$ cat src/rtl/overload_frame.sv
// overload_frame
//   Generates the CAN overload frame: a dominant flag of FLAG_BITS bits, then
//   waits for the bus to go recessive (tolerating up to WAIT_LIMIT superposed
//   dominant bits from other nodes), then counts a DELIM_BITS recessive
//   delimiter and pulses endOverload back to the inter-frame-space stage.
//   At most MAX_CONSEC overload frames are sent back to back; the count is
//   cleared by SOF (isStart) or by a data/remote frame (frameReady=0).
//
// Ports
//   clock            system clock
//   reset            asynchronous, active-high
//   samplePoint      one-clock strobe at the bit sample instant
//   canRX            sampled bus level, 0 = dominant
//   frameReady       0 while a data/remote frame is in progress
//   isOverload       overload request from the inter-frame-space stage
//   isStart          SOF seen by the inter-frame-space stage
//   canTX            transmit level, 1 = recessive
//   endOverload      delimiter complete, held until the next strobe
//   overloadActive   high while in FLAG, WAIT_REC or DELIM
//   overloadRejected one-clock pulse when a request is refused
//   waitError        one-clock pulse on a bus-level error
//
// Build option
//   OVERLOAD_FORM_CHECK_EN: when defined, a dominant bit inside the delimiter
//   is treated as a form error (waitError), except on the last delimiter bit,
//   where it starts a new overload flag. When undefined, dominant delimiter
//   bits are ignored and the delimiter simply waits for more recessive bits.
//
// State table
//   state    | meaning
//   IDLE     | bus recessive, waiting for an overload request
//   FLAG     | driving the dominant overload flag
//   WAIT_REC | flag done, waiting for the bus to return recessive
//   DELIM    | counting recessive delimiter bits
//   END      | delimiter complete, endOverload held for one bit

module overload_frame #(
  parameter int FLAG_BITS  = 6,
  parameter int DELIM_BITS = 8,
  parameter int WAIT_LIMIT = 8,
  parameter int MAX_CONSEC = 2
) (
  input  logic clock,
  input  logic reset,
  input  logic samplePoint,
  input  logic canRX,
  input  logic frameReady,
  input  logic isOverload,
  input  logic isStart,
  output logic canTX,
  output logic endOverload,
  output logic overloadActive,
  output logic overloadRejected,
  output logic waitError
);

  // bitCnt must reach the largest of the flag length, delimiter length and
  // one past the wait limit (the overrun value).
  localparam int CNT_MAX_A = (FLAG_BITS > DELIM_BITS) ? FLAG_BITS : DELIM_BITS;
  localparam int CNT_MAX   = (CNT_MAX_A > WAIT_LIMIT + 1) ? CNT_MAX_A : WAIT_LIMIT + 1;
  localparam int CNT_W     = $clog2(CNT_MAX + 1);
  localparam int CONSEC_W  = $clog2(MAX_CONSEC + 1);

  localparam logic [CNT_W-1:0]    FLAG_N     = CNT_W'(FLAG_BITS);
  localparam logic [CNT_W-1:0]    DELIM_N    = CNT_W'(DELIM_BITS);
  localparam logic [CNT_W-1:0]    WAIT_N     = CNT_W'(WAIT_LIMIT);
  localparam logic [CONSEC_W-1:0] CONSEC_MAX = CONSEC_W'(MAX_CONSEC);
`ifdef OVERLOAD_FORM_CHECK_EN
  localparam logic [CNT_W-1:0]    DELIM_LAST = CNT_W'(DELIM_BITS - 1);
`endif

  typedef enum logic [2:0] {IDLE, FLAG, WAIT_REC, DELIM, END} state_t;

  state_t              state;
  logic [CNT_W-1:0]    bitCnt;
  logic [CNT_W-1:0]    bitCntInc;
  logic [CONSEC_W-1:0] consec;
  logic [CONSEC_W-1:0] consecEff;

  assign bitCntInc = bitCnt + 1'b1;
  // SOF on the same strobe as a request clears the count before it is tested.
  assign consecEff = isStart ? '0 : consec;

  always_ff @(posedge clock or posedge reset) begin
    if (reset) begin
      state            <= IDLE;
      bitCnt           <= '0;
      consec           <= '0;
      canTX            <= 1'b1;
      endOverload      <= 1'b0;
      overloadActive   <= 1'b0;
      overloadRejected <= 1'b0;
      waitError        <= 1'b0;
    end else begin
      overloadRejected <= 1'b0;
      waitError        <= 1'b0;
      if (samplePoint) begin
        if (!frameReady) begin
          state          <= IDLE;
          bitCnt         <= '0;
          consec         <= '0;
          canTX          <= 1'b1;
          endOverload    <= 1'b0;
          overloadActive <= 1'b0;
        end else begin
          if (isStart) consec <= '0;
          case (state)
            IDLE: begin
              if (isOverload) begin
                if (consecEff < CONSEC_MAX) begin
                  state          <= FLAG;
                  bitCnt         <= '0;
                  canTX          <= 1'b0;
                  overloadActive <= 1'b1;
                  consec         <= consecEff + 1'b1;
                end else begin
                  overloadRejected <= 1'b1;
                end
              end
            end
            FLAG: begin
              if (bitCntInc == FLAG_N) begin
                state  <= WAIT_REC;
                bitCnt <= '0;
                canTX  <= 1'b1;
              end else begin
                bitCnt <= bitCntInc;
              end
            end
            WAIT_REC: begin
              // The first recessive bit already counts as delimiter bit 1.
              if (canRX) begin
                state  <= DELIM;
                bitCnt <= CNT_W'(1);
              end else if (bitCntInc > WAIT_N) begin
                state          <= IDLE;
                bitCnt         <= '0;
                overloadActive <= 1'b0;
                waitError      <= 1'b1;
              end else begin
                bitCnt <= bitCntInc;
              end
            end
            DELIM: begin
              if (canRX) begin
                if (bitCntInc == DELIM_N) begin
                  state          <= END;
                  bitCnt         <= '0;
                  endOverload    <= 1'b1;
                  overloadActive <= 1'b0;
                end else begin
                  bitCnt <= bitCntInc;
                end
              end
`ifdef OVERLOAD_FORM_CHECK_EN
              else if (bitCnt != DELIM_LAST) begin
                state          <= IDLE;
                bitCnt         <= '0;
                overloadActive <= 1'b0;
                waitError      <= 1'b1;
              end else if (consecEff < CONSEC_MAX) begin
                // Dominant on the last delimiter bit is another node's
                // overload request: answer it with a fresh flag.
                state  <= FLAG;
                bitCnt <= '0;
                canTX  <= 1'b0;
                consec <= consecEff + 1'b1;
              end else begin
                state            <= IDLE;
                bitCnt           <= '0;
                overloadActive   <= 1'b0;
                overloadRejected <= 1'b1;
              end
`endif
            end
            END: begin
              // A request arriving here is deliberately ignored.
              state       <= IDLE;
              endOverload <= 1'b0;
            end
            default: begin
              state          <= IDLE;
              bitCnt         <= '0;
              canTX          <= 1'b1;
              endOverload    <= 1'b0;
              overloadActive <= 1'b0;
            end
          endcase
        end
      end
    end
  end

endmodule

$ cat config.mk
export PLATFORM = sky130hd
export DESIGN_NAME = overload_frame
export DESIGN_NICKNAME = d
export VERILOG_FILES = /design/src/rtl/overload_frame.sv
export SDC_FILE = /design/constraint.sdc
export NUM_CORES = 1
export LEC_CHECK = 0
export BUFFER_PORTS_ARGS = -buffer_cell sky130_fd_sc_hd__buf_2
export CORE_AREA = 5 5 58 45
export DETAILED_ROUTE_END_ITERATION = 8
export DIE_AREA = 0 0 63 50
export PLACE_DENSITY = 0.79
export SETUP_SLACK_MARGIN = 0.15
export SLEW_MARGIN = 20
export SYNTH_ARGS = -nofsm -noshare
export SYNTH_HDL_FRONTEND = slang
export SYNTH_SLANG_ARGS = --single-unit
$ cat constraint.sdc
create_clock -name clock -period 2.8 [get_ports clock]
set_input_delay 0.42 -clock clock [delete_from_list [all_inputs] [get_ports clock]]
set_output_delay 0.42 -clock clock [all_outputs]
set_load 0.02 [all_outputs]
==> results of run 1 <==
[worst max-delay path: cells and delay by family, from the launching register on]
family,cells,cell delay (ns)
compound gates,4,0.81
xor+xnor,1,0.25
fa+ha+maj,1,0.34
flops,1,0.57
[synth_stat cells, drive strengths merged (2+ instances only)]
cell type	n
dfrtp	13
nor2	13
o21ai	11
nand2	10
a21oi	8
inv	8
nand2b	6
nand3	6
clkbuf	5
and2	4
ha	4
nor3	4
a21o	3
a221o	3
and3	3
buf	3
a211oi	2
a22o	2
nor2b	2
o32ai	2
or2b	2
[state kept, by name, indices dropped and copies added (netlist names)]
register and flops:
waitError 1, overloadRejected 1, consec 2, state 3, overloadActive 1, bitCnt 4
canTX 1, endOverload 1
[cell families (layout without fill, tap and decap cells)]
| group | count (synthesis) | count (layout) |
|---|---|---|
| compound gates | 44 | 44 |
| xor+xnor | 2 | 2 |
| fa+ha+maj | 4 | 4 |
| buf+inv | 16 | 23 |
| flops | 14 | 14 |
| simple gates | 59 | 59 |
[cell type report]
type | instances | area share
clock buffers | 4 | 0.0296
inverters | 8 | 0.0245
multi-input cells | 109 | 0.589
flip-flops and latches | 14 | 0.287
well taps | 24 | 0.0245
repair buffers | 11 | 0.0449
[worst min path at each step]
| stage | start | end | slack, ns |
|---|---|---|---|
| 3_3_place_gp | overloadActive | overloadActive | 0.46 |
| 4_1_cts | reset | state[2] | 0.17 |
| 2_1_floorplan | reset | bitCnt[0] | 0.31 |
| 3_5_place_dp | overloadActive | overloadActive | 0.47 |
| 6_report | reset | state[2] | 0.17 |
| 5_1_grt | reset | state[2] | 0.19 |
[layer usage]
| layer | vias to the layer above | share of wire | track usage |
|---|---|---|---|
| li1 | 526 | - | - |
| met1 | 507 | 0.51 | 0.274 |
| met2 | 33 | 0.44 | 0.263 |
| met3 | 2 | 0.046 | 0.0500 |
| met4 | 0 | 0.0030 | 0.0212 |
| met5 | - | 0 | 0 |
[through the flow]
stage	worst slack [ns]	area, um2	std cells	hold WS [ns]	util
global placement	0.841	1190	166	0.461	0.590
floorplan	0.963	1150	139	0.309	-
detailed placement	0.762	1190	166	0.470	0.590
global route	0.561	1220	170	0.188	0.608
CTS	0.733	1220	170	0.171	0.608
finish	0.717	1220	170	0.171	0.608
[power breakdown]
group / leakage, nW / total, W / switching (W) / internal, W
Sequential: 0.188 / 0.000319 / 0.0000772 / 0.000242
Combinational: 0.341 / 0.000285 / 0.000165 / 0.000119
Clock: 0.0210 / 0.000141 / 0.0000619 / 0.0000791
==> key figures, run 1 <==
Worst setup path
  • Crit-path max FO: 11
  • Critical Path Source Type: flip-flop
  • Required @ worst endpoint: ~3.0 ns
  • CP arrival: between 2 and 2.5 ns
  • Critical path's slowest cell: dfrtp_1
  • Setup crit end: overloadActive
  • CP cell instances: ha_1, xor2_1, o2111a_1, o32ai_1, a221o_1, a21o_1
  • WS Path Type: reg -> reg
  • R2r worst-path depth: 6
  • Crit path from: bitCnt[0]
  • Delay of the slowest critical-path stage: about 0.57 ns
  • Worst r2r src: bitCnt[0]
  • R2R Setup Slk: 0.72 ns
  • Crit Reg-Reg Endpoint: overloadActive
  • Element type at the critical path end: flip-flop

Floorplanning
  • Core Region: 0.00201 mm2
  • Ports: 12
  • Initial core utilization: 0.571
  • Rows: 14
  • Die Wd: 63 um
  • Die area: 0.00315 mm2
  • Die H: about 50 um

STA
  • Fin crit share: 0.744
  • Final max-slew violation count: 0
  • Final Critical Period: roughly 2.1 ns
  • Setup repair after global routing missed its margin: no
  • Final setup viols: 0
  • Relative slew slack: 0.635
  • Clock Skew: approximately 0.0097 ns
  • Setup TNS Final: 0 ns
  • Worst-Margin Slew: 0.547 ns
  • Max Fclk: roughly 480 MHz
  • Final hold vios: 0

Global route
  • Gr ovfl total: 0
  • Largest net degree at the start of global routing: 15
  • Number of global-route vias before repair: 1000
  • Total Routing Usage GR: 0.182
  • First-pass GRT wire length: about 4600 um
  • Initial antenna violation count: 0

Synth
  • Post-synth EDFFs: 0
  • Post-synth top area cell: dfrtp_1
  • Synth Instances: between 100 and 150
  • Simple-Gate Fraction of Synth Area: 0.298
  • Top_reg_cell synth: dfrtp_1
  • Xor/xnor cell area share of the yosys netlist: 0.0152
  • Post-Syn Area: around 0.0011 mm2
  • Compound-cell area share of the yosys netlist: 0.271
  • Fraction of registers with async set/reset: 1.00
  • Top-area cell type share of the netlist area: 0.283
  • Sequential area share after synthesis: 0.306
  • Syn nets: 150
  • Mux contribution to synthesized area: 0
  • Post-Synth Adder-Cell Area: 0.0435
  • Synth area leaders: dfrtp_1 28%, ha_1 4.4%, nor2_1 4.2%
  • Synth cell types: 50
  • Synthesized area per cell: 8.27 um2
  • Yosys warnings: 0
  • Flop and latch count out of synthesis: 14
  • Largest family of logic cells by synthesized area: simple AND/OR/NAND/NOR gates

CTS
  • CTS resizes: 0
  • Depth of the CTS H-tree: 1
  • Clock sink count: 14
  • Clk buf depth: 2
  • CTS root buffer: clkbuf_4
  • Register clock-pin slew on the reported worst setup and hold paths: 0.08 ns
  • Clock Latency Late Sink: between 0.2 and 0.3 ns
  • Total CTS buffers: 3
  • CTS tree: done
  • Hold_buf cts: 0
  • Post-CTS Setup Repair Bufs: 0

Place
  • DP HPWL: 2070 um
  • Port Buf Inserts: 11
  • Placer Congestion: 0.910

Status
  • Outcome: completed

Run
  • Max cap viols: 0

Detailed routing
  • Vias/cell: between 6 and 7
  • Via count: between 1k and 1.5k
  • DRT iter0 DRCs: between 50 and 60
  • Drt drc: 0
  • Routed wire per std cell: between 15 and 20 um
  • Total Wirelength: approximately 2700 um
  • DR pass1 iterations: 4
  • Detail Route Antenna Nets: 0

Cells and area
  • Area growth, synth to finish: 6.53%
  • ANT cells: 0
  • Layout cell share with drive strength beyond 1: 0.151
  • Total of fill cells in the finished design: about 180
  • Most frequent cells in the layout: 13 x nor2_1, 13 x dfrtp_1, 11 x buf_2
  • Area of the multi-input gates: 722 um2
  • Storage cell area: roughly 350 um2
  • NumNets Final: 158

Power and ir drop
  • PwrDens: 608 mW/mm2
  • Leakage: around 0.55 nW
  • Total chip power: approximately 0.00074 W
  • Peak VDD IR: roughly 440 uV

Worst hold path
  • Hold Path Class: in -> async
Note: power is estimated with default switching activity, not from simulation.
==> run 2, diff against run 1 <==
Settings changed: CORE_AREA 5 5 58 45 to 5 5 63 48, DIE_AREA 0 0 63 50 to 0 0 68 53, PLACE_DENSITY 0.79 to 0.72.
Clock period 2.8 ns to 1.9 ns, I/O delays scaled along.
==> run 2 against run 1 <==
Effect of this change: via count is 5.9% higher; setup slack worse by 0.56 ns; clock power is 58% higher; sequential power is 33% higher; global-route usage is 0.40 points higher; largest cell class unchanged; core utilization is 0.65 points lower; register-to-register slack worse by 0.56 ns; maximum frequency is 19% higher; clock skew is 0.0078 ns lower; cell count is 10% higher; critical path type unchanged; sequential share of layout area is 3.5 points lower.
==> key figures, run 2 (synthesis results as in run 1) <==
Place
  • Port Buf Inserts: 11 (unchanged)
  • Dpl ws: 0.0831 ns (-0.679 ns)
  • DP HPWL: 2090 um (+0.79%)
  • Placer Congestion: 0.892 (-2.0%)

Power and ir drop
  • Total chip power: 0.00126 W (+70%)
  • Power share of the combinational group: 0.488 (+0.106)
  • Share of power burned in registers: 0.335 (-0.093)
  • Sw frac: 0.410 (+0.00130)
  • PwrDens: 896 mW/mm2 (+47%)
  • Clock Power Share: 0.177 (-0.012)
  • Leakage: 0.595 nW (+8.3%)
  • Internal Pwr Total: 0.000746 W (+69%)
  • Peak VDD IR: 515 uV (+17%)
  • Sw Pwr: 0.000518 W (+70%)

STA
  • Final Critical Period: 1.75 ns (-0.335 ns)
  • Setup repair after global routing missed its margin: yes
  • Worst hold slack: 0.0324 ns (-0.138 ns)
  • Setup TNS Final: 0 ns (unchanged)
  • Fin crit share: 0.920 (+0.176)
  • Worst-Margin Slew: 0.561 ns (+0.0142 ns)
  • Final hold vios: 0 (unchanged)
  • Final setup viols: 0 (unchanged)
  • Final worst setup slack: 0.153 ns (-0.565 ns)
  • Final max-slew violation count: 0 (unchanged)
  • Max Fclk: 572 MHz (+19%)
  • Clock Skew: 0.00192 ns (-0.00782 ns)
  • Relative slew slack: 0.626 (-0.00946)

Global route
  • Number of global-route vias before repair: 1056 (+5.6%)
  • Total Routing Usage GR: 0.186 (+0.00399)
  • Largest net degree at the start of global routing: 15 (unchanged)
  • Gr ovfl total: 0 (unchanged)
  • Initial antenna violation count: 0 (unchanged)
  • First-pass GRT wire length: 4960 um (+7.3%)

Worst setup path
  • Crit path from: bitCnt[0]
  • Crit-path max FO: 7 (-4)
  • Critical Path Source Type: flip-flop
  • CP cell instances: ha_4, xor2_2, o2111a_1, o32ai_2, a221o_1, a21o_1
  • CP arrival: 1.94 ns (-0.32 ns)
  • Element type at the critical path end: flip-flop
  • WP buf/inv: 0 (unchanged)
  • WS Path Type: reg -> reg
  • Delay of the slowest critical-path stage: 0.47 ns (-0.10 ns)
  • Required @ worst endpoint: 2.09 ns (-0.89 ns)
  • Worst r2r src: bitCnt[0]
  • Critical path's slowest cell: dfrtp_2
  • Delay-heaviest family, CP: compound AO/OA/AOI/OAI gates

Cells and area
  • ANT cells: 0 (unchanged)
  • Top Registers: bitCnt (4), state (3), consec (2)
  • Total of fill cells in the finished design: 203 (+12%)
  • NumNets Final: 165 (+4.4%)
  • Most common cell after layout, fill and taps aside: nor2_1
  • Area growth, synth to finish: 22.7%
  • Most frequent cells in the layout: 12 x nor2_1, 11 x buf_2, 10 x dfrtp_1
  • Number of flip-flops in the largest register: 4 (unchanged)
  • Storage cell area: 355 um2 (+1.1%)
  • Largest register by flop count: bitCnt
  • Fin util: 0.602 (-0.00648)
  • Area of the multi-input gates: 836 um2 (+16%)
  • Layout cell share with drive strength beyond 1: 0.333 (+0.183)

Floorplanning
  • Rows: 15 (+1)
  • Die Wd: 68 um (+7.9%)
  • Die H: 53 um (+6.0%)
  • Die area: 0.00360 mm2 (+14%)
  • Core Region: 0.00235 mm2 (+16%)
  • Ports: 12 (unchanged)
  • Initial core utilization: 0.490 (-0.0807)

CTS
  • Depth of the CTS H-tree: 1 (unchanged)
  • CTS tree: done
  • Total CTS buffers: 3 (unchanged)
  • Clock Latency Late Sink: 0.29 ns (about the same)
  • Clk buf depth: 2 (unchanged)
  • CTS root buffer: clkbuf_4
  • Clock sink count: 14 (unchanged)
  • Register clock-pin slew on the reported worst setup and hold paths: 0.09 ns (about the same)

Detailed routing
  • Drt drc: 0 (unchanged)
  • Vias/cell: 6.05 (-3.7%)
  • DR pass1 iterations: 4 (unchanged)
  • Detail Route Antenna Nets: 0 (unchanged)
  • Via count: 1131 (+5.9%)
  • DRT iter0 DRCs: 60 (+5.3%)
  • Total Wirelength: 2990 um (+12%)
  • Routed wire per std cell: 16.0 um (+1.5%)

Worst hold path
  • Hold Path Class: in -> async

Status
  • Outcome: completed

Run
  • Max cap viols: 0 (unchanged)
## run 2: cell type report
type / instances / share of cell area
multi-input combinational: 109 / 0.592
clock buffer: 4 / 0.0257
sequential: 14 / 0.252
timing repair buffer: 18 / 0.0789
inverter: 8 / 0.0213
tap: 34 / 0.0301
## run 2: power by group through the flow
stage / logic, W / clock network, W / registers, W
2_1_floorplan: 0.000343 / 0 / 0.000442
3_3_place_gp: 0.000500 / 0 / 0.000417
3_5_place_dp: 0.000501 / 0 / 0.000419
4_1_cts: 0.000512 / 0.000228 / 0.000419
5_1_grt: 0.000679 / 0.000247 / 0.000429
6_report: 0.000617 / 0.000223 / 0.000424
## run 2: path summary, 6_finish.rpt
path,endpoint,slack [ns],cells past startpoint
min in group clock,overloadRejected,0.25,3
max,overloadActive,0.15,6
max reg2reg,overloadActive,0.15,6
max in group asynchronous,bitCnt[1],1.47,2
min reg2reg,consec[1],0.50,2
min,endOverload,0.03,2
## run 2: what timing repair did
action / CTS / global route
pin swaps: 0 / 14
hold buffers: 0 / 0
endpoints found under the setup margin: 3 / 7
gates resized for setup: 7 / 20
setup buffers: 0 / 2
## run 2: through the flow
stage / area (um2) / std cells
floorplan: 1150 / 139
global placement: 1240 / 181
detailed placement: 1240 / 181
CTS: 1310 / 185
global route: 1410 / 187
finish: 1410 / 187
## run 2: per-layer routing
| layer | track usage | wire, um |
|---|---|---|
| met2 | 0.264 | 1310 |
| met1 | 0.270 | 1360 |
| met3 | 0.0467 | 270 |
| met4 | 0.0627 | 50 |
| met5 | 0 | 0 |
